===== src/rtl/approx_sched_pkg.sv =====
// approx_sched_pkg: shared definitions for the approximate-adder scheduler.
//   - post-process mode constants (RAW / SAT / AVG; code 3 behaves as RAW)
//   - FSM state encoding
//   - post_process(): turns the 9-bit adder sum into the returned result
package approx_sched_pkg;

  localparam logic [1:0] MODE_RAW = 2'd0;
  localparam logic [1:0] MODE_SAT = 2'd1;
  localparam logic [1:0] MODE_AVG = 2'd2;

  typedef enum logic [1:0] {
    ST_IDLE = 2'd0,
    ST_CALC = 2'd1,
    ST_OUT  = 2'd2
  } state_t;

  // SAT clamps to 8 bits, AVG is the floor of sum/2, anything else is raw.
  function automatic logic [8:0] post_process(input logic [8:0] sum, input logic [1:0] mode);
    logic [8:0] res;
    case (mode)
      MODE_SAT: res = sum[8] ? 9'h0FF : {1'b0, sum[7:0]};
      MODE_AVG: res = {1'b0, sum[8:1]};
      default:  res = sum;
    endcase
    return res;
  endfunction

endpackage


===== src/rtl/approx_adder_scheduler_rr_arbiter.sv =====
// rr_arbiter: combinational round-robin arbiter.
//   req   : request vector
//   ptr   : index with highest priority this cycle (must be < NREQ)
//   en    : when low, no grant is issued
//   grant : one-hot grant (all zero if en low or no request)
//   idx   : encoded index of the granted requester (0 when no grant)
module rr_arbiter #(
  parameter int NREQ = 4,
  parameter int IDW  = 2
) (
  input  logic [NREQ-1:0] req,
  input  logic [IDW-1:0]  ptr,
  input  logic            en,
  output logic [NREQ-1:0] grant,
  output logic [IDW-1:0]  idx
);

  logic           found_s;
  logic           hit_s;
  logic [IDW:0]   sum_s;
  logic [IDW:0]   pos_s;

  // Walk the slots starting at ptr, wrapping at NREQ; the first requester seen wins.
  always_comb begin
    grant   = '0;
    idx     = '0;
    found_s = 1'b0;
    hit_s   = 1'b0;
    sum_s   = '0;
    pos_s   = '0;
    for (int k = 0; k < NREQ; k++) begin
      sum_s   = {1'b0, ptr} + (IDW+1)'(k);
      pos_s   = (sum_s >= (IDW+1)'(NREQ)) ? (sum_s - (IDW+1)'(NREQ)) : sum_s;
      hit_s   = en & ~found_s & req[pos_s[IDW-1:0]];
      grant[pos_s[IDW-1:0]] = grant[pos_s[IDW-1:0]] | hit_s;
      idx     = hit_s ? pos_s[IDW-1:0] : idx;
      found_s = found_s | hit_s;
    end
  end

endmodule


===== src/rtl/proposedadder.sv =====
// proposedadder: 8-bit approximate pixel adder.
//   a, b : 8-bit unsigned operands
//   s    : 9-bit unsigned approximate sum
// The low nibble is approximated with a bitwise OR; the upper nibble is an
// exact add whose carry-in is a[3] & b[3] (the low nibble's top-bit carry).
module proposedadder (
  input  logic [7:0] a,
  input  logic [7:0] b,
  output logic [8:0] s
);

  logic       carry_s;
  logic [4:0] hi_s;

  assign carry_s = a[3] & b[3];
  assign hi_s    = {1'b0, a[7:4]} + {1'b0, b[7:4]} + {4'b0000, carry_s};
  assign s       = {hi_s, a[3:0] | b[3:0]};

endmodule


===== src/rtl/approx_adder_scheduler.sv =====
// approx_adder_scheduler: shares one proposedadder between NREQ requesters.
//   clk, rst_n          : clock (rising edge), async active-low reset
//   req_valid/req_ready : per-requester handshake; req_ready is the one-hot grant
//   req_a, req_b        : packed 8-bit operands, requester i at [8i+7:8i]
//   req_mode            : packed 2-bit post-process mode per requester
//   out_valid/out_ready : result handshake
//   out_data, out_id    : post-processed result and the requester it belongs to
//   busy                : high whenever an operation is in flight
//   op_count            : wrapping count of completed result handshakes
// Flow: IDLE -(transfer)-> CALC -> OUT -(handshake)-> IDLE, or straight back
// to CALC when a new request is accepted on the handshake cycle.
module approx_adder_scheduler
  import approx_sched_pkg::*;
#(
  parameter int NREQ = 4,
  parameter int IDW  = 2,
  parameter int CNTW = 16
) (
  input  logic              clk,
  input  logic              rst_n,
  input  logic [NREQ-1:0]   req_valid,
  input  logic [NREQ*8-1:0] req_a,
  input  logic [NREQ*8-1:0] req_b,
  input  logic [NREQ*2-1:0] req_mode,
  output logic [NREQ-1:0]   req_ready,
  output logic              out_valid,
  input  logic              out_ready,
  output logic [8:0]        out_data,
  output logic [IDW-1:0]    out_id,
  output logic              busy,
  output logic [CNTW-1:0]   op_count
);

  state_t          state_r;
  state_t          state_nxt_s;
  logic [IDW-1:0]  rr_ptr_r;
  logic [7:0]      a_r;
  logic [7:0]      b_r;
  logic [1:0]      mode_r;
  logic [IDW-1:0]  id_r;
  logic [8:0]      out_data_r;
  logic [IDW-1:0]  out_id_r;
  logic            out_valid_r;
  logic            busy_r;
  logic [CNTW-1:0] op_count_r;

  logic            accept_s;
  logic            transfer_s;
  logic            handshake_s;
  logic [NREQ-1:0] grant_s;
  logic [IDW-1:0]  win_idx_s;
  logic [IDW-1:0]  ptr_nxt_s;
  logic [7:0]      sel_a_s;
  logic [7:0]      sel_b_s;
  logic [1:0]      sel_mode_s;
  logic [8:0]      sum_s;

  // Requests can be taken when idle or when the held result leaves this cycle;
  // never while reset is asserted so req_ready reads 0 during reset.
  always_comb begin
    accept_s = 1'b0;
    if (!rst_n) begin
      accept_s = 1'b0;
    end else if (state_r == ST_IDLE) begin
      accept_s = 1'b1;
    end else if ((state_r == ST_OUT) && out_ready) begin
      accept_s = 1'b1;
    end else begin
      accept_s = 1'b0;
    end
  end

  rr_arbiter #(
    .NREQ (NREQ),
    .IDW  (IDW)
  ) u_arb (
    .req   (req_valid),
    .ptr   (rr_ptr_r),
    .en    (accept_s),
    .grant (grant_s),
    .idx   (win_idx_s)
  );

  // The arbiter only grants valid requesters, so any grant is a transfer.
  assign req_ready   = grant_s;
  assign transfer_s  = |grant_s;
  assign handshake_s = out_valid_r & out_ready;
  assign ptr_nxt_s   = (win_idx_s == IDW'(NREQ-1)) ? '0 : (win_idx_s + IDW'(1));

  // One-hot AND-OR mux of the winner's operands and mode.
  always_comb begin
    sel_a_s    = 8'd0;
    sel_b_s    = 8'd0;
    sel_mode_s = 2'd0;
    for (int i = 0; i < NREQ; i++) begin
      sel_a_s    = sel_a_s    | (req_a[8*i +: 8]    & {8{grant_s[i]}});
      sel_b_s    = sel_b_s    | (req_b[8*i +: 8]    & {8{grant_s[i]}});
      sel_mode_s = sel_mode_s | (req_mode[2*i +: 2] & {2{grant_s[i]}});
    end
  end

  proposedadder u_add (
    .a (a_r),
    .b (b_r),
    .s (sum_s)
  );

  // Next-state logic.
  always_comb begin
    state_nxt_s = state_r;
    case (state_r)
      ST_IDLE: begin
        if (transfer_s) begin
          state_nxt_s = ST_CALC;
        end else begin
          state_nxt_s = ST_IDLE;
        end
      end
      ST_CALC: begin
        state_nxt_s = ST_OUT;
      end
      ST_OUT: begin
        if (!out_ready) begin
          state_nxt_s = ST_OUT;
        end else if (transfer_s) begin
          state_nxt_s = ST_CALC;
        end else begin
          state_nxt_s = ST_IDLE;
        end
      end
      default: begin
        state_nxt_s = ST_IDLE;
      end
    endcase
  end

  // State register.
  always_ff @(posedge clk or negedge rst_n) begin
    if (!rst_n) begin
      state_r <= ST_IDLE;
    end else begin
      state_r <= state_nxt_s;
    end
  end

  // Operand capture and round-robin pointer advance on each transfer.
  always_ff @(posedge clk or negedge rst_n) begin
    if (!rst_n) begin
      a_r      <= 8'd0;
      b_r      <= 8'd0;
      mode_r   <= 2'd0;
      id_r     <= '0;
      rr_ptr_r <= '0;
    end else if (transfer_s) begin
      a_r      <= sel_a_s;
      b_r      <= sel_b_s;
      mode_r   <= sel_mode_s;
      id_r     <= win_idx_s;
      rr_ptr_r <= ptr_nxt_s;
    end
  end

  // Result register plus registered out_valid/busy derived from the next state.
  always_ff @(posedge clk or negedge rst_n) begin
    if (!rst_n) begin
      out_data_r  <= 9'd0;
      out_id_r    <= '0;
      out_valid_r <= 1'b0;
      busy_r      <= 1'b0;
    end else begin
      out_valid_r <= (state_nxt_s == ST_OUT);
      busy_r      <= (state_nxt_s != ST_IDLE);
      if (state_r == ST_CALC) begin
        out_data_r <= post_process(sum_s, mode_r);
        out_id_r   <= id_r;
      end
    end
  end

  // Completed-operation counter, wraps naturally at 2^CNTW.
  always_ff @(posedge clk or negedge rst_n) begin
    if (!rst_n) begin
      op_count_r <= '0;
    end else if (handshake_s) begin
      op_count_r <= op_count_r + CNTW'(1);
    end
  end

  assign out_valid = out_valid_r;
  assign out_data  = out_data_r;
  assign out_id    = out_id_r;
  assign busy      = busy_r;
  assign op_count  = op_count_r;

endmodule


===== config.mk =====
export PLATFORM = sky130hd
export DESIGN_NAME = approx_adder_scheduler
export DESIGN_NICKNAME = d
export VERILOG_FILES = /design/src/rtl/approx_sched_pkg.sv /design/src/rtl/approx_adder_scheduler_rr_arbiter.sv /design/src/rtl/proposedadder.sv /design/src/rtl/approx_adder_scheduler.sv
export SDC_FILE = /design/constraint.sdc
export NUM_CORES = 1
export LEC_CHECK = 0
export CORE_UTILIZATION = 42
export CTS_CLUSTER_DIAMETER = 120
export DETAILED_ROUTE_END_ITERATION = 12
export GPL_TIMING_DRIVEN = 0
export PLACE_DENSITY = 0.76
export SYNTH_ARGS = -nofsm -noshare
export SYNTH_HDL_FRONTEND = slang
export SYNTH_HIERARCHICAL = 1
export SYNTH_SLANG_ARGS = --single-unit

===== constraint.sdc =====
create_clock -name clk -period 3.85 [get_ports clk]
set_input_delay 0.77 -clock clk [delete_from_list [all_inputs] [get_ports clk]]
set_output_delay 0.77 -clock clk [all_outputs]
set_load 0.01 [all_outputs]

=== Word level (Yosys, flattened, before mapping) ===
Index checks and enable logic that the tools add are counted.

* Register bits after elaboration: 53
* Output and inout bits: 33

* Add/subtract/negate cells: 11
* $lt $le $gt $ge: 12
* Equality and inequality tests: 6
* Multiplexer cells: 44
* Bitwise operators: 41
* Reductions and logical operators: 8

{| class="wikitable"
|+ Operators by type and width
! operator !! count
|-
| $and 8x8->8 || 8
|-
| $or 8x8->8 || 6
|-
| $mux 2 || 10
|-
| $pmux 9 s2 || 1
|-
| $add 16x1->16 const B || 1
|-
| $bmux 1 s2 || 8
|-
| $mux 1 || 16
|-
| $bwmux 4 || 3
|-
| $lt 2x3->1 const B || 4
|-
| $and 1x1->1 || 9
|-
| $ge 3x3->1 const B || 3
|-
| $and 2x2->2 || 4
|-
| $demux 1 s2 || 4
|-
| $eq 2x2->1 const B || 4
|-
| $ge 2x1->1 const B || 4
|-
| $mux 8 || 1
|-
| $sub 2x1->2 const B || 4
|-
| $add 2x2->3 const B || 2
|-
| $or 1x1->1 || 6
|-
| $or 2x2->2 || 3
|-
| $pmux 2 s3 || 1
|-
| $add 4x4->5 || 1
|-
| $add 5x1->5 || 1
|-
| $logic_and 1x1->1 || 5
|-
| other kinds (10) || 13
|}

=== Logic depth before layout (Yosys ltp) ===
Gate-level depths: netlist of the first run.

* Depth after elaboration: 25
* Gate-level depth with buffers: 18
* Gate-level depth less buffers: 13

=== Cells and area by module ===
The synthesis of the first run kept the hierarchy.

{| class="wikitable"
|+ Modules (own cells, without submodules)
! module !! times used !! cells each !! area an instance (sq um)
|-
| approx_adder_scheduler || 1 || 260 || 2602.5
|-
| rr_arbiter || 1 || 113 || 859.6
|-
| proposedadder || 1 || 24 || 177.7
|}

=== Worst setup path after synthesis of the first run ===
Ideal clock, no wire load.

* Path type: register to register
* Start point: register rr_ptr_r[0]
* End point: register busy_r (netlist: busy)
* Setup time: 0.135 ns
* Arrival: 4.048 ns
* Required time: 3.715 ns
* Setup slack: -0.333 ns
* Cell stages (with the launch flop): 18
* Path buffers: 5
* Period minus slack after synthesis: 4.183 ns
* Path through: dfrtp_1 > buf_6 > buf_2 > inv_1 > ha_1 > mux4_2 > mux2i_2 > o221ai_1 > and2_1 > and3_4 > o32ai_4 > a22oi_1 > buf_6 > or4_4 > buf_6 > buf_6 > nor2_4 > o21ai_1

* Longest elaborated chain between the ends: 24

{| class="wikitable"
|+ Ends and longest elaborated chain
! item !! RTL line !! text
|-
| start, declared || approx_adder_scheduler.sv:36 || <nowiki>logic [IDW-1:0] rr_ptr_r;</nowiki>
|-
| start signal, assigned || approx_adder_scheduler.sv:159 || <nowiki>rr_ptr_r <= ptr_nxt_s;</nowiki>
|-
| $ge 2x3->1 or $sub 2x1->2 (tied branches) || approx_adder_scheduler_rr_arbiter.sv:33 || <nowiki>pos_s = (sum_s >= (IDW+1)'(NREQ)) ? (sum_s - (IDW+1)'(NREQ)) : sum_s;</nowiki>
|-
| $mux 2 || approx_adder_scheduler_rr_arbiter.sv:33 ||
|-
| $lt 2x3->1 (implied by the code) (tied with other cells) || approx_adder_scheduler_rr_arbiter.sv:35 || <nowiki>grant[pos_s[IDW-1:0]] = grant[pos_s[IDW-1:0]] | hit_s;</nowiki>
|-
| $logic_and 1x1->1 (implied by the code) or $mux 1 (tied branches) || approx_adder_scheduler_rr_arbiter.sv:35, approx_adder_scheduler_rr_arbiter.sv:34 ||
|-
| $mux 1 (implied by the code) or $and 1x1->1 (tied branches) || approx_adder_scheduler_rr_arbiter.sv:35, approx_adder_scheduler_rr_arbiter.sv:34 ||
|-
| $demux 1 s2 or $or 1x1->1 (tied branches) || -- ||
|-
| $and 4x4->4 (no line) || -- ||
|-
| $bmux 1 s2 || approx_adder_scheduler_rr_arbiter.sv:35 ||
|-
| [9 not listed] || -- ||
|-
| $or 1x1->1 || approx_adder_scheduler_rr_arbiter.sv:35 ||
|-
| $bwmux 4 (*) || approx_adder_scheduler_rr_arbiter.sv:35 ||
|-
| named net req_ready[0] || approx_adder_scheduler.sv:25 || <nowiki>output logic [NREQ-1:0] req_ready,</nowiki>
|-
| $reduce_or 4->1 (*) || approx_adder_scheduler.sv:86 || <nowiki>assign transfer_s = |grant_s;</nowiki>
|-
| $mux 1 (*) || approx_adder_scheduler.sv:113, approx_adder_scheduler.sv:125 ||
|-
| $mux 2 || approx_adder_scheduler.sv:123 || <nowiki>if (!out_ready) begin</nowiki>
|-
| $pmux 2 s3 (*) || approx_adder_scheduler.sv:111 || <nowiki>case (state_r)</nowiki>
|-
| $reduce_bool 2->1 (*) || approx_adder_scheduler.sv:172 || <nowiki>busy_r <= (state_nxt_s != ST_IDLE);</nowiki>
|-
| end signal, assigned || approx_adder_scheduler.sv:172 ||
|-
| end, declared || approx_adder_scheduler.sv:44 || <nowiki>logic busy_r;</nowiki>
|}

The timed path passes the listed nets; every way through them passes the cells marked *. The select of a mux whose other input is x is not followed.
A chain may end at the register's enable or synchronous reset.

=== Final worst setup path of the first run ===
* Start point: register rr_ptr_r[1]
* End point: register b_r[3]

* Longest elaborated chain between the ends: 23

{| class="wikitable"
|+ Ends and longest elaborated chain
! item !! RTL line !! text
|-
| $ge 2x3->1 or $sub 2x1->2 (tied branches) || approx_adder_scheduler_rr_arbiter.sv:33 ||
|-
| $mux 2 || approx_adder_scheduler_rr_arbiter.sv:33 ||
|-
| $lt 2x3->1 (implied by the code) (tied with other cells) || approx_adder_scheduler_rr_arbiter.sv:35 ||
|-
| $logic_and 1x1->1 (implied by the code) or $mux 1 (tied branches) || approx_adder_scheduler_rr_arbiter.sv:35, approx_adder_scheduler_rr_arbiter.sv:34 ||
|-
| $mux 1 (implied by the code) or $and 1x1->1 (tied branches) || approx_adder_scheduler_rr_arbiter.sv:35, approx_adder_scheduler_rr_arbiter.sv:34 ||
|-
| $demux 1 s2 or $or 1x1->1 (tied branches) || -- ||
|-
| $and 4x4->4 (no line) || -- ||
|-
| $bmux 1 s2 || approx_adder_scheduler_rr_arbiter.sv:35 ||
|-
| [5 not listed] || -- ||
|-
| $or 1x1->1 || approx_adder_scheduler_rr_arbiter.sv:35 ||
|-
| $bwmux 4 || approx_adder_scheduler_rr_arbiter.sv:35 ||
|-
| $bmux 1 s2 || approx_adder_scheduler_rr_arbiter.sv:35 ||
|-
| $mux 1 (implied by the code) || approx_adder_scheduler_rr_arbiter.sv:35 ||
|-
| $or 1x1->1 || approx_adder_scheduler_rr_arbiter.sv:35 ||
|-
| $bwmux 4 (*) || approx_adder_scheduler_rr_arbiter.sv:35 ||
|-
| $and 8x8->8 || approx_adder_scheduler.sv:97 || <nowiki>sel_b_s = sel_b_s | (req_b[8*i +: 8] & {8{grant_s[i]}});</nowiki>
|-
| $or 8x8->8 (3 in a row) || approx_adder_scheduler.sv:97 ||
|-
| end signal, assigned || approx_adder_scheduler.sv:156 || <nowiki>b_r <= sel_b_s;</nowiki>
|-
| end, declared || approx_adder_scheduler.sv:38 || <nowiki>logic [7:0] b_r;</nowiki>
|}

Every way passes the cells marked *; elsewhere a longest branch is shown, timed or not. The select of a mux whose other input is x is not followed.

==> flow_metrics.env, run 1 <==
export IMPL_syn_area_per_cell_um2=9.17
export IMPL_wl_per_cell_um=17.2
export IMPL_report_final_slew_viol_count=0
export IMPL_synth_most_common_cell="dfrtp_1"
export IMPL_arrival_ps=4380
export IMPL_setup_viol_count_final=28
export IMPL_initial_core_util_pct=43.9
export IMPL_period_needed_ps=4190
export IMPL_fin_tns_setup_ps=-8450
export IMPL_track_usage_pct=25.7
export IMPL_sw_frac_of_total_pct=46.5
export IMPL_postCtsHoldBufs=0
export IMPL_critPathBufInv=5
export IMPL_io_buffers=110
export IMPL_syn_to_final_growth_pct=52.7
export IMPL_vias_per_cell=5.80
export IMPL_hold_violations=0
export IMPL_place_congestion=0.917
export IMPL_die_area_um2=9040
export IMPL_path_cells="clkinvlp_4 -> ha_4 -> mux4_2 -> mux2i_4 -> o21ai_1 -> a32oi_1 -> o211ai_1 -> o32ai_4 -> buf_4 -> a22oi_2 -> buf_6 -> or4_4 -> buf_6 -> buf_8 -> nor2_2 -> a31oi_1"
export IMPL_synth_edf_count=0
export IMPL_synth_cell_types=61
export IMPL_drtPass1Iterations=4
export IMPL_cp_common_cell="buf_6"
export IMPL_numCtsBuffers=5
export IMPL_path_class="flip-flop to flip-flop"
export IMPL_dp_cells=613
export IMPL_dp_hpwl_um=7900
export IMPL_core_area_um2=8300
export IMPL_wirelength_um=11200
export IMPL_synth_top_area_share_pct=36.4
export IMPL_p_seq_share_pct=18.3
export IMPL_path_depth=16
export IMPL_io_pins=112
export IMPL_period_share_pct=109
export IMPL_max_freq_ghz=0.239
export IMPL_final_layout_size_suffix_gt1_share_pct=24.2
export IMPL_reg2regPathDepth=16
export IMPL_synth_top_cells_by_area="dfrtp_1, a22oi_1, ha_1"
export IMPL_cp_slowest_cell="mux4_2"
export IMPL_intPower_uw=2890
export IMPL_antenna_found_initial=0
export IMPL_comb_power_share_pct=74.8
export IMPL_nNetsFinal=638
export IMPL_status="finished, violations left"
export IMPL_yosys_warnings=6
export IMPL_vdd_ir_drop_max_uv=550
export IMPL_clockRootBuffer="clkbuf_8"
export IMPL_finalNonFillerCells=650
export IMPL_grt_pass1_vias=3741
export IMPL_clkSlewWorstSetupHoldPaths_ps=100
export IMPL_fill_cells=657
export IMPL_timing_final_ws_setup_ps=-338
export IMPL_skew_ps=13.1
export IMPL_place_ws_ps=-951
export IMPL_cp_slowest_stage_delay_ps=580
export IMPL_cp_start_kind="flip-flop"
export IMPL_r2r_slack_ps=-340
export IMPL_die_h_um=95.1
export IMPL_ys_seq_area_share_pct=36.4
export IMPL_die_w_um=95.1
export IMPL_drc=0
export IMPL_slew_limit_headroom_pct=63.8
export IMPL_rows=33
export IMPL_p_sw_uw=2510
export IMPL_grt_pass1_wl_um=18100
export IMPL_min_path_type="input port to asynchronous set/reset pin"
export IMPL_p_clk_share_pct=6.9
export IMPL_end_kind="flip-flop"
export IMPL_grt_setup_unrepaired="yes"
export IMPL_diodes=0
export IMPL_postSynthCellCount=397
export IMPL_cellLeakagePower_uw=0.00232
export IMPL_clk_path_buf_depth=2
export IMPL_cp_max_fo=5
export IMPL_drtAntennaViolNets=0
export IMPL_worst_pin_slew_ps=539
export IMPL_grt_max_degree=42
export IMPL_critPathRequiredTime_ps=4040
export IMPL_synth_nets=490
export IMPL_powerDensity_nw_per_um2=972
export IMPL_yosysTopAreaCell="dfrtp_1"
export IMPL_synth_seq_cells=53
export IMPL_insertion_delay_ps=310
export IMPL_crit_family="compound AO/OA/AOI/OAI gates"
export IMPL_cts_tree="yes"
export IMPL_htreeDepth=2
export IMPL_syn_area_um2=3640
export IMPL_synth_flop_cell="dfrtp_1"
export IMPL_cts_sinks=53
export IMPL_violations="negative setup slack"
export IMPL_maxCapViolCount=0
export IMPL_synthArstFlopShare_pct=100
export IMPL_via_count=3767
export IMPL_dr_first_iter_drc_count=142
export IMPL_grt_overflow=0
export IMPL_synthTopCellsByCount="dfrtp_1, a22oi_1, nand2_1, nor2_1, inv_1"
-- power by group through the flow --
stage | clock [µW] | sequential (µW) | combinational, µW
2_1_floorplan | 0 | 966 | 2220
3_3_place_gp | 0 | 964 | 3050
3_5_place_dp | 0 | 969 | 3110
4_1_cts | 376 | 973 | 3790
5_1_grt | 398 | 1020 | 4370
6_report | 371 | 989 | 4040
-- logic make-up (layout without fill, tap and decap cells) --
logic type                 count (synthesis)  in the layout  share of synthesized area [%]
AOI/OAI and AO/OA                        130            130                           25.9
xor gates and xnor gates                  17             17                           4.09
adders and majority gates                 14             14                           5.23
buffers and inverters                     53            201                           7.12
DFF                                       53             53                           36.4
muxes                                     13             13                           5.02
and+or+nand+nor                          117            117                           16.2
-- layout make-up --
cell class / instances / area, µm² / area share, %
Clock inverter: 2 / 35.0 / 0.630
Inverter: 26 / 113 / 2.03
Tap cell: 105 / 131 / 2.36
Sequential cell: 53 / 1330 / 23.9
Timing Repair Buffer: 143 / 1380 / 24.8
Clock buffer: 5 / 68.8 / 1.24
Multi-Input combinational cell: 291 / 2310 / 41.6
Buffer: 25 / 194 / 3.49
-- path summary, 6_finish.rpt --
check                                   startpoint                       end
setup / recovery           rr_ptr_r[1]$_DFFE_PN0P_        b_r[3]$_DFFE_PN0P_
hold / removal                               rst_n  op_count[11]$_DFFE_PN0P_
setup reg to reg           rr_ptr_r[1]$_DFFE_PN0P_        b_r[3]$_DFFE_PN0P_
hold reg to reg            out_data[3]$_DFFE_PN0N_   out_data[3]$_DFFE_PN0N_
max in group asynchronous                    rst_n   rr_ptr_r[0]$_DFFE_PN0P_
min in group clk           out_data[3]$_DFFE_PN0N_   out_data[3]$_DFFE_PN0N_
-- routing by layer --
metal,up-vias,track usage (%),routed length (µm)
li1,1761,-,-
met1,1851,34.1,4850
met2,137,43.9,5600
met3,18,3.03,554
met4,0,7.70,191
met5,-,0,0
-- through the flow --
stage	util (%)	total power, µW	hold slack (ps)	area [µm²]
after floorplan	-	3190	442	3700
after global placement	59.5	4010	461	4940
after detailed placement	59.7	4080	468	4950
after CTS	65.4	5140	353	5430
after global routing	67.0	5780	366	5560
final	67.0	5400	350	5560
-- cells in the final DEF, fill, tap and decap left out, types with 5 or more instances in the layout --
master / count
a21o_1: 5
mux2_2: 5
or2_2: 5
nor2_1: 16
buf_4: 27
a22oi_1: 36
xor2_1: 6
inv_1: 21
buf_2: 9
nand2_1: 31
a31oi_1: 18
clkbuf_1: 7
a21oi_1: 11
clkdlybuf4s50_1: 101
nand3_1: 7
ha_1: 11
and3_1: 7
xnor2_1: 11
buf_6: 8
dfrtp_1: 51
nor2_4: 9
a221oi_1: 5
o21ai_0: 15
nor2_2: 9
nand2b_1: 6
clkbuf_8: 5
-- sequential cells by signal, summed over array words and instances (netlist names) --
name,count
out_data,9
state_r,2
rr_ptr_r,2
busy,1
a_r,8
id_r,2
b_r,8
mode_r,2
out_valid,1
op_count,16
out_id,2
-- repair_timing --
item | 4_1_cts | 5_1_grt
pin swaps | 13 | 13
setup buffers | 25 | 6
gates resized for setup | 72 | 32
cloned | 2 | 0
endpoints found under the setup margin | 28 | 28
(Power assumes the default switching activity.)
==> inputs of run 2 (changes only) <==
PLACE_DENSITY = 0.73   (was 0.76)
SLEW_MARGIN = 25   (was default)
clock period = 3.93 ns   (was 3.85 ns; I/O delays follow)
==> run 2 against run 1 <==
Net effect:
- the run still ends with negative setup slack left
- clock skew decreased by 5.2 ps
- worst setup slack better by 60 ps
- first-iteration DRC count rose by 66%
- sequential cell count unchanged
- design area is 0.18% lower
- critical path type is now flip-flop to primary output
- non-clock buffer count is 3 lower
- clock power grew 18%
- critical path depth is 3 lower
- cell count shrank 0.31%
- via count shrank 0.53%
==> flow_metrics.env, run 2 (synthesis gave the netlist of run 1 again) <==
export IMPL_hold_violations=0
export IMPL_insertion_delay_ps=310
export IMPL_grt_setup_unrepaired="yes"
export IMPL_reg2regPathDepth=17
export IMPL_dr_first_iter_drc_count=236
export IMPL_diodes=0
export IMPL_min_path_type="flip-flop to flip-flop"
export IMPL_initial_core_util_pct=43.9
export IMPL_syn_to_final_growth_pct=52.4
export IMPL_min_to="id_r[0]$_DFFE_PN0P_"
export IMPL_r2r_slack_ps=-270
export IMPL_status="finished, violations left"
export IMPL_clockRootBuffer="clkbuf_8"
export IMPL_die_area_um2=9040
export IMPL_antenna_found_initial=0
export IMPL_violations="negative setup slack"
export IMPL_powerDensity_nw_per_um2=973
export IMPL_drtAntennaViolNets=0
export IMPL_wl_per_cell_um=17.2
export IMPL_grt_pass1_vias=3503
export IMPL_period_needed_ps=4210
export IMPL_max_freq_ghz=0.238
export IMPL_worst_pin_slew_ps=664
export IMPL_via_count=3747
export IMPL_die_w_um=95.1
export IMPL_setup_viol_count_final=28
export IMPL_clk_path_buf_depth=2
export IMPL_rows=33
export IMPL_path_cells="buf_6 -> buf_8 -> inv_8 -> ha_4 -> mux4_2 -> mux2i_4 -> buf_12 -> o221ai_1 -> and2_1 -> and4_1 -> a311oi_2 -> mux2i_4 -> buf_2"
export IMPL_wirelength_um=11200
export IMPL_path_depth=13
export IMPL_timing_final_ws_setup_ps=-278
export IMPL_cts_tree="yes"
export IMPL_place_congestion=0.948
export IMPL_mostFrequentLayoutCells="clkdlybuf4s50_1, dfrtp_1, a22oi_1"
export IMPL_whs_path_depth=2
export IMPL_cp_slowest_cell="mux4_2"
export IMPL_arrival_ps=3420
export IMPL_drtPass1Iterations=4
export IMPL_cp_slowest_stage_delay_ps=570
export IMPL_die_h_um=95.1
export IMPL_finalHoldWorstSlack_ps=485
export IMPL_vdd_ir_drop_max_uv=497
export IMPL_period_share_pct=107
export IMPL_grt_max_degree=55
export IMPL_total_power_uw=5400
export IMPL_skew_ps=7.87
export IMPL_numCtsBuffers=5
export IMPL_path_class="flip-flop to primary output"
export IMPL_postCtsHoldBufs=0
export IMPL_r2r_start="rr_ptr_r[0]$_DFFE_PN0P_"
export IMPL_track_usage_pct=24.6
export IMPL_dp_hpwl_um=7830
export IMPL_largest_register_ffs=16
export IMPL_cts_sinks=53
export IMPL_io_pins=112
export IMPL_hold_start="id_r[0]$_DFFE_PN0P_"
export IMPL_final_layout_size_suffix_gt1_share_pct=24.1
export IMPL_rr_endpoint="busy$_DFF_PN0_"
export IMPL_core_area_um2=8300
export IMPL_final_common_cell="clkdlybuf4s50_1"
export IMPL_critPathRequiredTime_ps=3140
export IMPL_vias_per_cell=5.78
export IMPL_report_final_slew_viol_count=0
export IMPL_grt_pass1_wl_um=17300
export IMPL_grt_overflow=0
export IMPL_clkSlewWorstSetupHoldPaths_ps=90
export IMPL_crit_family="multiplexers"
export IMPL_htreeDepth=2
export IMPL_maxCapViolCount=0
export IMPL_cp_max_fo=4
export IMPL_cp_start_kind="flip-flop"
export IMPL_cp_common_cell="mux2i_4"
export IMPL_nNetsFinal=635
export IMPL_drc=0
export IMPL_cellLeakagePower_uw=0.00233
export IMPL_slew_limit_headroom_pct=55.7
export IMPL_end_kind="primary output"
export IMPL_critPathBufInv=5
export IMPL_io_buffers=110
[run 2: how the worst max path moves through the flow]
stage / start / endpoint
after floorplan: rr_ptr_r[0]$_DFFE_PN0P_ / busy$_DFF_PN0_
after global placement: rst_n / req_ready[0]
after detailed placement: out_ready / req_ready[0]
after CTS: rr_ptr_r[0]$_DFFE_PN0P_ / req_ready[0]
after global routing: rr_ptr_r[0]$_DFFE_PN0P_ / req_ready[0]
final: rr_ptr_r[0]$_DFFE_PN0P_ / req_ready[2]
[run 2: through the flow]
stage	setup WS, ps	std cells	cell area [µm²]	util (%)	TNS, ps
after floorplan	-19.6	397	3700	-	-124
final	-278	648	5550	66.8	-6270
after CTS	-247	639	5330	64.2	-4850
after global routing	-413	648	5550	66.8	-9160
after detailed placement	-940	612	4930	59.4	-22040
after global placement	-2480	612	4940	59.5	-65030
[run 2: per-layer routing]
| layer | vias up | track usage, % | wire length (µm) |
|---|---|---|---|
| met3 | 20 | 3.99 | 624 |
| met4 | 0 | 6.57 | 197 |
| met2 | 156 | 41.5 | 5610 |
| met1 | 1815 | 32.7 | 4730 |
| li1 | 1756 | - | - |
| met5 | - | 0 | 0 |
[run 2: where the power goes]
part	internal, µW	total (µW)	switching, µW	leakage [µW]
combinational	1880	3980	2100	0.00160
sequential	782	978	196	0.000662
clock	253	437	184	0.0000681
total	2920	5400	2480	0.00233
[run 2: cell type report]
cell class / instances / area (µm²)
Multi-Input combinational cell: 291 / 2300
Clock buffer: 5 / 68.8
Clock inverter: 3 / 65.1
Tap cell: 105 / 131
Fill cell: 671 / 2750
Timing Repair Buffer: 140 / 1350
Buffer: 25 / 184
Sequential cell: 53 / 1330
Inverter: 26 / 116
[run 2: worst reg2reg max path: stages (launching register included)]
cell	delay, ps
dfrtp_1	390
buf_6	130
buf_8	110
inv_8	40
ha_4	280
mux4_2	570
mux2i_4	250
buf_12	150
o221ai_1	120
and2_1	180
and4_1	210
a311oi_2	400
mux2i_4	130
buf_6	170
or4_4	600
clkbuf_16	210
nor2_4	90
o21ai_1	60
[run 2: repair_timing]
item	4_1_cts	5_1_grt
cloned	2	1
buffers inserted	18	9
endpoints found under the setup margin	28	28
pin swaps	14	16
gates resized for setup	61	45
==> inputs of run 3 (changes only) <==
CELL_PAD_IN_SITES_DETAIL_PLACEMENT = 1   (was default)
CELL_PAD_IN_SITES_GLOBAL_PLACEMENT = 2   (was default)
CORE_UTILIZATION = 28   (was 42)
PLACE_DENSITY = default   (was 0.73)
PLACE_DENSITY_LB_ADDON = 0.1   (was default)
==> run 3 against run 2 <==
Net effect:
- the run still ends with negative setup slack left
- total power is 6.5% lower
- critical path type unchanged
- count of clock-buffer cells in the layout stayed put
- largest power group unchanged
- first-iteration DRC count is 46% lower
- sequential power is 2.4% lower
- cell count is 9.6% higher
- via count is 2.4% lower
- design area is 0.14% lower
- utilization is 23 points lower
- clock skew is 1.7 ps lower
- clock power is 30% higher
- global-route usage is 5.9 points lower
- routed wire length is 8.1% higher
==> flow_metrics.env, run 3 (synthesis gave the netlist of run 1 again) <==
export IMPL_insertion_delay_ps=290
export IMPL_cp_max_fo=5
export IMPL_largest_register_ffs=16
export IMPL_slew_limit_headroom_pct=56.0
export IMPL_worst_pin_slew_ps=655
export IMPL_io_pins=112
export IMPL_hold_violations=0
export IMPL_intPower_uw=2730
export IMPL_end_kind="primary output"
export IMPL_sw_frac_of_total_pct=45.9
export IMPL_crit_family="multiplexers"
export IMPL_path_cells="buf_6 -> buf_12 -> inv_8 -> ha_4 -> mux4_2 -> mux2i_4 -> o21ai_1 -> a32oi_1 -> o211ai_1 -> o32ai_4 -> buf_6 -> mux2i_2 -> buf_2"
export IMPL_cp_slowest_stage_delay_ps=570
export IMPL_r2r_slack_ps=-170
export IMPL_timing_final_ws_setup_ps=-183
export IMPL_antenna_found_initial=0
export IMPL_path_depth=13
export IMPL_via_count=3656
export IMPL_finalHoldWorstSlack_ps=372
export IMPL_rows=41
export IMPL_wirelength_um=12100
export IMPL_skew_ps=6.22
export IMPL_clk_path_buf_depth=2
export IMPL_reg2regPathDepth=17
export IMPL_r2r_start="rr_ptr_r[0]$_DFFE_PN0P_"
export IMPL_critPathBufInv=5
export IMPL_report_final_slew_viol_count=0
export IMPL_diodes=0
export IMPL_core_area_um2=12700
export IMPL_critPathRequiredTime_ps=3140
export IMPL_numCtsBuffers=5
export IMPL_place_congestion=0.830
export IMPL_violations="negative setup slack"
export IMPL_cts_tree="yes"
export IMPL_finalNonFillerCells=710
export IMPL_io_buffers=110
export IMPL_cp_slowest_cell="mux4_2"
export IMPL_grt_overflow=0
export IMPL_wl_per_cell_um=17.0
export IMPL_max_freq_ghz=0.243
export IMPL_grt_setup_unrepaired="yes"
export IMPL_p_seq_share_pct=18.9
export IMPL_min_path_type="input port to asynchronous set/reset pin"
export IMPL_grt_pass1_vias=3896
export IMPL_drc=0
export IMPL_total_power_uw=5050
export IMPL_setup_viol_count_final=28
export IMPL_clockRootBuffer="clkbuf_16"
export IMPL_syn_to_final_growth_pct=52.2
export IMPL_dp_hpwl_um=9210
export IMPL_cp_start_kind="flip-flop"
export IMPL_comb_power_share_pct=69.8
export IMPL_period_needed_ps=4110
export IMPL_cp_common_cell="buf_6"
export IMPL_drtPass1Iterations=4
export IMPL_dr_first_iter_drc_count=128
export IMPL_dp_cells=680
export IMPL_mostFrequentLayoutCells="clkdlybuf4s50_1, dfrtp_1, a22oi_1"
export IMPL_period_share_pct=105
export IMPL_track_usage_pct=18.7
export IMPL_powerDensity_nw_per_um2=911
export IMPL_initial_core_util_pct=28.7
export IMPL_die_area_um2=13500
export IMPL_cts_sinks=53
export IMPL_clkSlewWorstSetupHoldPaths_ps=70
export IMPL_grt_pass1_wl_um=19800
export IMPL_die_w_um=116
export IMPL_fin_tns_setup_ps=-3580
export IMPL_grt_max_degree=36
export IMPL_htreeDepth=2
export IMPL_p_clk_share_pct=11.3
export IMPL_die_h_um=116
export IMPL_postCtsHoldBufs=0
export IMPL_p_sw_uw=2310
export IMPL_status="finished, violations left"
export IMPL_nNetsFinal=630
export IMPL_drtAntennaViolNets=0
export IMPL_path_class="flip-flop to primary output"
export IMPL_rr_endpoint="busy$_DFF_PN0_"
export IMPL_vdd_ir_drop_max_uv=369
export IMPL_maxCapViolCount=0
export IMPL_final_layout_size_suffix_gt1_share_pct=22.3
export IMPL_vias_per_cell=5.15
export IMPL_final_common_cell="clkdlybuf4s50_1"
export IMPL_arrival_ps=3330
export IMPL_cellLeakagePower_uw=0.00229
[run 3: cell count changes in the layout (fill, tap and decap cells not counted), moves of 3 or more]
cell / delta
clkdlybuf4s15_2: +3
nor2_4: -12
nand2_1: +5
nand2_2: -4
clkbuf_2: -5
clkbuf_8: -5
buf_12: +3
buf_8: -3
clkbuf_16: +4
nor2_2: +11
[run 3: layout make-up]
type / instances / area, µm²
repair buffers: 134 / 1280
fillers: 1493 / 7130
flip-flops and latches: 53 / 1330
well taps: 172 / 215
plain buffers: 26 / 201
multi-input cells: 291 / 2220
clock inverters: 3 / 65.1
clock buffers: 5 / 125
inverters: 26 / 113
[run 3: per-layer routing]
metal	track usage, %	up-vias	wire (µm)	part of all wire [%]
met5	0	-	0	0
met4	3.85	0	88	0.73
met3	3.09	5	597	5.0
met2	30.5	91	5650	47
met1	26.1	1824	5720	47
li1	-	1736	-	-
[run 3: per-stage QoR]
| step | setup WS, ps | area (µm²) | utilization [%] |
|---|---|---|---|
| after detailed placement | -1080 | 5040 | 39.8 |
| after floorplan | -19.6 | 3700 | - |
| after CTS | -172 | 5470 | 43.1 |
| after global routing | -366 | 5540 | 43.7 |
| final | -183 | 5540 | 43.7 |
| after global placement | -2760 | 5020 | 39.6 |
[run 3: what timing repair did]
item                                    in CTS  in global routing
buffers inserted                            23                  0
endpoints found under the setup margin      28                 28
pin swaps                                   11                  6
hold endpoints to repair                     0                  0
gates resized for setup                     51                 29
[run 3: worst max-delay path by stage]
| stage | start | endpoint | slack [ps] |
|---|---|---|---|
| after CTS | rr_ptr_r[0]$_DFFE_PN0P_ | req_ready[0] | -170 |
| final | rr_ptr_r[0]$_DFFE_PN0P_ | req_ready[2] | -180 |
| after detailed placement | out_ready | req_ready[0] | -1080 |
| after global placement | rst_n | req_ready[3] | -2760 |
| after floorplan | rr_ptr_r[0]$_DFFE_PN0P_ | busy$_DFF_PN0_ | -20 |
| after global routing | rr_ptr_r[0]$_DFFE_PN0P_ | req_ready[2] | -370 |
[run 3: power by group through the flow]
stage	clock network, µW	logic, µW	registers [µW]
detailed placement	0	3180	961
global placement	0	3120	952
finish	570	3520	955
CTS	589	3420	943
floorplan	0	2170	947
global route	605	3910	987
